**src/rtl/sdiv_select_seq_if.sv**
```systemverilog
// sdiv_select_seq_if -- operand/result bundle for sdiv_select_seq.
//
// Handshake: the master holds a, b, c, d and zero stable while it raises
// start for one cycle. The slave samples start only when busy is low; the
// operands are captured on that same edge. A start seen while busy is
// dropped, not queued. The slave then pulses valid for exactly one cycle,
// with z and dz already updated. busy stays high until the cycle after that
// pulse. There is no backpressure: the master must take z when valid is high,
// although z and dz also hold their values until the next result.
//
// Signals:
//   start      master -> slave  request pulse
//   a, c       master -> slave  signed dividends
//   b, d       master -> slave  signed divisors
//   zero       master -> slave  value that a%b is compared against
//   z          slave -> master  registered result
//   valid      slave -> master  one-cycle result strobe
//   busy       slave -> master  high in every state except IDLE
//   dz         slave -> master  a divisor used by the last operation was zero
//   dbg_state  slave -> master  FSM state encoding, for debug only
interface sdiv_select_seq_if #(
    parameter int DATAWIDTH = 64
);
    logic                        start;
    logic signed [DATAWIDTH-1:0] a;
    logic signed [DATAWIDTH-1:0] b;
    logic signed [DATAWIDTH-1:0] c;
    logic signed [DATAWIDTH-1:0] d;
    logic signed [DATAWIDTH-1:0] zero;
    logic signed [DATAWIDTH-1:0] z;
    logic                        valid;
    logic                        busy;
    logic                        dz;
    logic [2:0]                  dbg_state;

    modport master (
        output start, a, b, c, d, zero,
        input  z, valid, busy, dz, dbg_state
    );

    modport slave (
        input  start, a, b, c, d, zero,
        output z, valid, busy, dz, dbg_state
    );
endinterface

```
**src/rtl/sdiv_select_seq.sv**
```systemverilog
// sdiv_select_seq -- computes e=a/b and g=a%b. It returns z=c/d when g equals
// `zero`; otherwise it returns z=e. One shared restoring divider does the
// work. The divider produces one quotient bit per clock and works on operand
// magnitudes; the sign is fixed up afterwards. Quotients truncate toward zero
// and each remainder takes the sign of its dividend.
//
// Ports:
//   clk  rising-edge clock
//   rst  asynchronous active-high reset
//   bus  sdiv_select_seq_if.slave: start/a/b/c/d/zero in,
//        z/valid/busy/dz/dbg_state out
module sdiv_select_seq #(
    parameter int DATAWIDTH = 64
) (
    input  logic             clk,
    input  logic             rst,
    sdiv_select_seq_if.slave bus
);
    localparam int W  = DATAWIDTH;
    localparam int CW = $clog2(W + 1);

    typedef enum logic [2:0] {
        S_IDLE   = 3'd0,
        S_DIV_AB = 3'd1,
        S_CHECK  = 3'd2,
        S_DIV_CD = 3'd3,
        S_DONE   = 3'd4
    } state_t;

    state_t r_state;
    state_t w_next;

    logic signed [W-1:0] r_a, r_b, r_c, r_d, r_zero;
    logic signed [W-1:0] r_z;
    logic                r_dz;
    logic                r_sel;   // 0: divider holds a/b, 1: divider holds c/d
    logic [W-1:0]        r_quo;   // dividend magnitude shifting out, quotient in
    logic [W-1:0]        r_rem;   // partial remainder
    logic [W-1:0]        r_dvs;   // divisor magnitude
    logic [CW-1:0]       r_cnt;

    logic signed [W-1:0] w_dividend, w_divisor;
    logic [W:0]          w_shift, w_diff;
    logic [W-1:0]        w_quo_nx, w_rem_nx;
    logic signed [W-1:0] w_q, w_r;
    logic                w_last_ab, w_last_cd;

    // Two's-complement magnitude. The most-negative value maps to 2^(W-1),
    // which still fits in W unsigned bits.
    function automatic logic [W-1:0] mag(input logic signed [W-1:0] v);
        return v[W-1] ? (~v + 1'b1) : v;
    endfunction

    // One restoring step. The partial remainder is always below the divisor,
    // and the divisor is at most 2^(W-1). The shifted value therefore fits in
    // W+1 bits, and bit W of the difference acts as the borrow.
    always_comb begin
        w_dividend = r_sel ? r_c : r_a;
        w_divisor  = r_sel ? r_d : r_b;
        w_shift    = {r_rem, r_quo[W-1]};
        w_diff     = w_shift - {1'b0, r_dvs};
        if (!w_diff[W]) begin
            w_rem_nx = w_diff[W-1:0];
            w_quo_nx = {r_quo[W-2:0], 1'b1};
        end else begin
            w_rem_nx = w_shift[W-1:0];
            w_quo_nx = {r_quo[W-2:0], 1'b0};
        end
        // Sign fix-up. A zero divisor overrides the result: quotient 0 and
        // remainder equal to the dividend.
        if (w_divisor == '0) begin
            w_q = '0;
            w_r = w_dividend;
        end else begin
            w_q = (w_dividend[W-1] ^ w_divisor[W-1]) ? (~r_quo + 1'b1) : r_quo;
            w_r = w_dividend[W-1] ? (~r_rem + 1'b1) : r_rem;
        end
        w_last_ab = (r_cnt == CW'(W - 1));
        w_last_cd = (r_cnt == CW'(W));
    end

    // State register.
    always_ff @(posedge clk or posedge rst) begin
        if (rst) r_state <= S_IDLE;
        else     r_state <= w_next;
    end

    // Next-state logic.
    always_comb begin
        w_next = r_state;
        case (r_state)
            S_IDLE:   if (bus.start) w_next = S_DIV_AB;
            S_DIV_AB: if (w_last_ab) w_next = S_CHECK;
            S_CHECK:  w_next = (w_r == r_zero) ? S_DIV_CD : S_DONE;
            // DIV_CD spends one extra cycle after its last step to load z.
            S_DIV_CD: if (w_last_cd) w_next = S_DONE;
            S_DONE:   w_next = S_IDLE;
            default:  w_next = S_IDLE;
        endcase
    end

    // Outputs. Every path into DONE loads z on the entering edge, so valid is
    // simply "in DONE".
    always_comb begin
        bus.busy      = (r_state != S_IDLE);
        bus.valid     = (r_state == S_DONE);
        bus.z         = r_z;
        bus.dz        = r_dz;
        bus.dbg_state = r_state;
    end

    // Datapath.
    always_ff @(posedge clk or posedge rst) begin
        if (rst) begin
            r_a    <= '0;
            r_b    <= '0;
            r_c    <= '0;
            r_d    <= '0;
            r_zero <= '0;
            r_z    <= '0;
            r_dz   <= 1'b0;
            r_sel  <= 1'b0;
            r_quo  <= '0;
            r_rem  <= '0;
            r_dvs  <= '0;
            r_cnt  <= '0;
        end else begin
            case (r_state)
                S_IDLE: begin
                    if (bus.start) begin
                        r_a    <= bus.a;
                        r_b    <= bus.b;
                        r_c    <= bus.c;
                        r_d    <= bus.d;
                        r_zero <= bus.zero;
                        r_sel  <= 1'b0;
                        r_quo  <= mag(bus.a);
                        r_rem  <= '0;
                        r_dvs  <= mag(bus.b);
                        r_cnt  <= '0;
                    end
                end
                S_DIV_AB: begin
                    r_quo <= w_quo_nx;
                    r_rem <= w_rem_nx;
                    r_cnt <= w_last_ab ? '0 : r_cnt + 1'b1;
                end
                S_CHECK: begin
                    if (w_r == r_zero) begin
                        // Reload the shared divider with c/d.
                        r_sel <= 1'b1;
                        r_quo <= mag(r_c);
                        r_rem <= '0;
                        r_dvs <= mag(r_d);
                        r_cnt <= '0;
                    end else begin
                        r_z  <= w_q;
                        r_dz <= (r_b == '0);
                    end
                end
                S_DIV_CD: begin
                    if (!w_last_cd) begin
                        r_quo <= w_quo_nx;
                        r_rem <= w_rem_nx;
                        r_cnt <= r_cnt + 1'b1;
                    end else begin
                        r_z   <= w_q;
                        r_dz  <= (r_b == '0) || (r_d == '0);
                        r_cnt <= '0;
                    end
                end
                default: ;
            endcase
        end
    end
endmodule

```
**src/flat_wrapper.sv**
```systemverilog
// flat-port wrapper written by rule: the top's interface ports become plain ports
module sdiv_select_seq_flat 
#(
    parameter int DATAWIDTH = 64
)
  (clk, rst, bus_start, bus_a, bus_b, bus_c, bus_d, bus_zero, bus_z, bus_valid, bus_busy, bus_dz, bus_dbg_state);
  sdiv_select_seq_if #(.DATAWIDTH(DATAWIDTH)) bus_i ();
  input  logic clk;
  input  logic rst;
  input wire logic [$bits(bus_i.start)-1:0] bus_start;
  input wire logic [$bits(bus_i.a)-1:0] bus_a;
  input wire logic [$bits(bus_i.b)-1:0] bus_b;
  input wire logic [$bits(bus_i.c)-1:0] bus_c;
  input wire logic [$bits(bus_i.d)-1:0] bus_d;
  input wire logic [$bits(bus_i.zero)-1:0] bus_zero;
  output wire logic [$bits(bus_i.z)-1:0] bus_z;
  output wire logic [$bits(bus_i.valid)-1:0] bus_valid;
  output wire logic [$bits(bus_i.busy)-1:0] bus_busy;
  output wire logic [$bits(bus_i.dz)-1:0] bus_dz;
  output wire logic [$bits(bus_i.dbg_state)-1:0] bus_dbg_state;
  assign bus_i.start = bus_start;
  assign bus_i.a = bus_a;
  assign bus_i.b = bus_b;
  assign bus_i.c = bus_c;
  assign bus_i.d = bus_d;
  assign bus_i.zero = bus_zero;
  assign bus_z = bus_i.z;
  assign bus_valid = bus_i.valid;
  assign bus_busy = bus_i.busy;
  assign bus_dz = bus_i.dz;
  assign bus_dbg_state = bus_i.dbg_state;
  sdiv_select_seq #(.DATAWIDTH(DATAWIDTH)) u_core (.clk(clk), .rst(rst), .bus(bus_i));
endmodule
```
**config.mk**
```make
export PLATFORM = sky130hd
export DESIGN_NAME = sdiv_select_seq_flat
export DESIGN_NICKNAME = d
export VERILOG_FILES = /design/src/rtl/sdiv_select_seq_if.sv /design/src/rtl/sdiv_select_seq.sv /design/src/flat_wrapper.sv
export SDC_FILE = /design/constraint.sdc
export NUM_CORES = 2
export LEC_CHECK = 0
export CAP_MARGIN = 30
export CORE_UTILIZATION = 35
export DETAILED_ROUTE_END_ITERATION = 12
export GPL_ROUTABILITY_DRIVEN = 0
export SLEW_MARGIN = 20
export SYNTH_ARGS = -nofsm -noshare
export SYNTH_HDL_FRONTEND = slang
export SYNTH_SLANG_ARGS = --single-unit
```
**constraint.sdc**
```tcl
create_clock -name clk -period 27.8 [get_ports clk]
set_input_delay 5.56 -clock clk [delete_from_list [all_inputs] [get_ports clk]]
set_output_delay 5.56 -clock clk [all_outputs]
set_load 0.02 [all_outputs]
```
After elaboration in Yosys (flattened, before gate mapping)
Index checks and enable logic that the tools add are counted.
- register bits after elaboration: 588
- input port bits: 323
- $add $sub $neg: 8
- eq/ne operators: 13
- multiplexer cells: 42
- bitwise logic cells: 7
- reduce and logical (&&, ||, !) cells: 15
- operators with widths (operator ; number):
    two-way mux 64 bit ; 21
    case mux 64 bit (4 select lines) ; 2
    adder 64 x 1 -> 64 bit (second input constant) ; 6
    inverter 64 bit ; 6
    case mux 64 bit (2 select lines) ; 2
    zero test 64 bit ; 3
    subtractor 65 x 64 -> 65 bit ; 1
    == test 64 bit ; 1
    two-way mux 7 bit ; 4
    case mux 7 bit (4 select lines) ; 1
    two-way mux 3 bit ; 4
    case mux 3 bit (4 select lines) ; 1
    AND reduction 3 bit ; 4
    adder 7 x 1 -> 7 bit (second input constant) ; 1
    == test 7 x 6 -> 1 bit (second input constant) ; 1
    == test 7 bit (second input constant) ; 1
    == test 3 x 2 -> 1 bit (second input constant) ; 2
    != test 2 x 1 -> 1 bit (second input constant) ; 3
    != test 2 bit (second input constant) ; 3
    two-way mux 1 bit ; 5
    case mux 1 bit (2 select lines) ; 2
    AND reduction 4 bit ; 1
    nonzero test 2 bit ; 2
    nonzero test 4 bit ; 1
    other kinds (7) ; 7

Depth between registers and ports, before layout
- word-level depth: 7
- gate-level depth with buffers: 19
- mapped depth without buffers: 16

Worst setup path after synthesis
Ideal clock, no wire load.
- path type: input -> register
- start point: input bus_a[7]
- end point: register u_core.r_quo[59]
- setup time: 125 ps
- arrival time: 9003 ps
- data required time: 27675 ps
- slack: 18672 ps
- cell stages on the path: 13
- buffers on the path: 1
- path through: or4_1 -> or2_2 -> or3_1 -> nand2b_1 -> or2_2 -> or4_1 -> clkbuf_1 -> nand2b_1 -> nand2b_1 -> o31ai_1 -> xor2_1 -> o221ai_1 -> mux2_2
- longest elaborated chain between the ends: 5
- ends and longest elaborated chain (what ; RTL line ; text):
    start, declared ; flat_wrapper.sv:11 ; input wire logic [$bits(bus_i.a)-1:0] bus_a;
    inverter 64 bit ; sdiv_select_seq.sv:51 ; return v[W-1] ? (~v + 1'b1) : v;
    adder 64 x 1 -> 64 bit ; sdiv_select_seq.sv:51 ;
    two-way mux 64 bit ; sdiv_select_seq.sv:51 ;
    two-way mux 64 bit ; sdiv_select_seq.sv:130 ; if (bus.start) begin
    case mux 64 bit (4 select lines) ; sdiv_select_seq.sv:128 ; case (r_state)
    end signal, assigned ; sdiv_select_seq.sv:137 ; r_quo <= mag(bus.a);
    end signal, assigned ; sdiv_select_seq.sv:144 ; r_quo <= w_quo_nx;
    end signal, assigned ; sdiv_select_seq.sv:152 ; r_quo <= mag(r_c);
    end, declared ; sdiv_select_seq.sv:37 ; logic [W-1:0] r_quo;
Every way passes these cells. The select of a mux whose other input is x is not followed.
A chain may end at the register's enable or synchronous reset.

Worst setup path after layout
- start point: input bus_a[2]
- end point: register u_core.r_quo[61]
The elaborated chain is that of the path after synthesis.

==> metrics.txt <==
Yosys reg bits 588; Max Slew Vio Count 0; top cell type's share of synthesized area 37.8%; GRT Util Overall 24.7%; library cells used by synthesis 88; Starting Density 35.5%; syn nets 5,051; number of global-route vias before repair 34,189; most common cell in the netlist nand2_1; WL per Instance 21.9 um; slew margin rel. 32.8%; CP Capture Type flop; post-synthesis compound-gate area fraction 16.2%; # H-tree levels 3; Post-Synth XOR/XNOR Area 10.3%; Total Neg Setup Slack 0 ps; highest clock rate 99.3 MHz; largest family of logic cells by synthesized area simple AND/OR/NAND/NOR gates; HP Class reg2reg; TritonCTS Sinks 588; postcts setup bufs 0; Overall Power 0.00197 W; RSZ-0062 raised after global routing no; worst slew pin tran 998 ps; R2R cell count 15; Placed Cells 6,302; skew final 32.6 ps; hold wc startpoint u_core.r_a[20]; Core Box Area 109,000 sq um; async set or reset register ratio after synthesis 100%; Synth area leader dfrtp_1; largest net degree at the start of global routing 179; I/O Pins 393; ys flop type dfrtp_1; CP required 28,340 ps; top cells by count, synth nand2_1 (1,179), dfrtp_1 (588), xnor2_1 (247); total gr overflow 0; Final Hold Fails 0; Clock Tree Buf Depth 3; Worst-path clk slew 60 ps; area growth from synthesis to layout 20.1%; Critical Path Source Type input pin; crit path capture u_core.r_quo[61]; FF-to-FF End u_core.r_dvs[17]; Syn Inst Count 4,655; top area cells in the synthesized netlist dfrtp_1 (38%), nand2_1 (11%), xnor2_1 (5.6%); Post-CTS Resized 0; drt pass-1 iters 9; Crit. Startpoint bus_a[2]; CTS Hold Buffers Added 0; number of max-cap violations 0; CTS tree built; worst vdd ir 0.0000424 V; post-DP HPWL 107 mm; CTS buffer count 71; post-synthesis mux area share 7.48%; Reg area 14,700 sq um; Pleak 21.3 nW; share of cells above drive strength 1 5.52%; Synth Cell Area 38,900 sq um; Adder-Cell Fraction of Synth Area 2.37%; Die Area 112,000 sq um; fin crit period 10,080 ps; Avg Inst Size Synth 8.35 sq um; initial antenna violation count 3; Crit Path Class in2reg; final setup fails 0; post-route ant nets 0; nets@finish 5,300; insertion delay to the later sink of the worst-skew pair 660 ps; Die X 335 um; R2R Setup Slk 20,430 ps; DRC Markers 0; Buffers on Ports 392; via/cell ratio 5.56; Multi-input gate area 22,600 sq um; clock root cell clkbuf_16; non-filler cells, final 6,441; global-route wire length before repair 213 mm; post-synthesis simple-gate area fraction 21.7%; Initial DRC Count 3,470; period utilisation layout 36.2%; Std-Cell Rows 121; post-synthesis sequential area ratio 37.8%; reg2reg start u_core.r_d[34]; WP data arrival 10,610 ps; WL final 141 mm; pwr dens 42.1 nW/um^2; Die Span Y 335 um; fillers 10,888; yosys warns 0; Post-synth EDFFs 0; CP max FO 6; DR vias 35,829; status finished clean
-- placed cells by master (no fill, tap or decap), drive strengths merged, types with 47 or more instances in the layout --
| master | count |
|---|---|
| nor2 | 238 |
| nand2 | 1179 |
| buf | 56 |
| xor2 | 208 |
| mux2 | 101 |
| inv | 150 |
| clkbuf | 108 |
| mux2i | 177 |
| dfrtp | 588 |
| or3 | 47 |
| nor3 | 89 |
| clkdlybuf4s50 | 390 |
| a21oi | 184 |
| o31ai | 98 |
| ha | 72 |
| o21ai | 248 |
| nor4 | 71 |
| nand3 | 52 |
| xnor2 | 247 |
| or4 | 51 |
-- cell type report --
type / instances / share of cell area, %
Multi-Input combinational cell: 3648 / 48.5
Sequential cell: 588 / 31.5
Timing Repair Buffer: 447 / 9.51
Clock buffer: 107 / 4.61
Tap cell: 1476 / 3.96
Inverter: 148 / 1.21
Clock inverter: 23 / 0.651
Antenna cell: 4 / 0.0214
-- cell families (layout without fill, tap and decap cells) --
family	Yosys count	after routing
simple gates	1905	1905
compound gates	937	937
flops	588	588
xor+xnor	455	455
buf+inv	419	725
mux	278	278
fa+ha+maj	73	73
other cells	0	4
-- stage by stage --
| stage | hold WS [ps] | utilization (%) | setup WS [ps] | area (sq um) |
|---|---|---|---|---|
| 6_report | 474 | 42.7 | 17720 | 46700 |
| 5_1_grt | 490 | 42.6 | 17760 | 46700 |
| 4_1_cts | 476 | 42.6 | 17940 | 46600 |
| 3_5_place_dp | 461 | 40.3 | 17270 | 44100 |
| 3_3_place_gp | 454 | 40.3 | 17280 | 44100 |
| 2_1_floorplan | 438 | - | 5790 | 38900 |
-- layer usage --
layer / GRT usage [%] / wire length, um / part of all wire (%) / vias up
li1: - / - / - / 16763
met1: 34.2 / 63000 / 45 / 17461
met2: 39.0 / 63800 / 45 / 1377
met3: 3.19 / 9030 / 6.4 / 228
met4: 9.57 / 5490 / 3.9 / 0
met5: 0 / 0 / 0 / -
-- state kept, by name, summed over array words and instances, names as in the netlist --
| register | flops |
|---|---|
| u_core.r_sel | 1 |
| u_core.r_a | 64 |
| u_core.r_quo | 64 |
| u_core.r_c | 64 |
| u_core.r_rem | 64 |
| u_core.r_zero | 64 |
| u_core.bus.dbg_state | 3 |
| u_core.bus.z | 64 |
| u_core.r_b | 64 |
| u_core.r_cnt | 7 |
| u_core.bus.dz | 1 |
| u_core.r_d | 64 |
| u_core.r_dvs | 64 |
-- worst min-delay path by stage --
stage | to | slack (ps) | depth (start not counted)
2_1_floorplan | u_core.r_a[18] | 440 | 2
3_3_place_gp | u_core.r_a[18] | 450 | 2
3_5_place_dp | u_core.r_a[57] | 460 | 2
4_1_cts | u_core.r_a[57] | 480 | 2
5_1_grt | u_core.r_a[27] | 490 | 2
6_report | u_core.r_a[20] | 470 | 2
-- power breakdown --
group	switching (W)	total (W)	internal (W)
clock network	0.000402	0.000987	0.000585
registers	0	0.000856	0.000856
logic	0.0000646	0.000123	0.0000580
-- worst max-delay path: stages --
cell,delay [ps]
clkdlybuf4s50_1,510
nor4_1,890
nand3_1,390
or3_1,550
nand2b_1,300
or2_2,390
or4_1,630
nand2b_1,220
nand2b_1,240
o31ai_1,320
xor2_1,170
o221ai_1,130
mux2_2,290
Note: power is estimated with default switching activity, not from simulation.
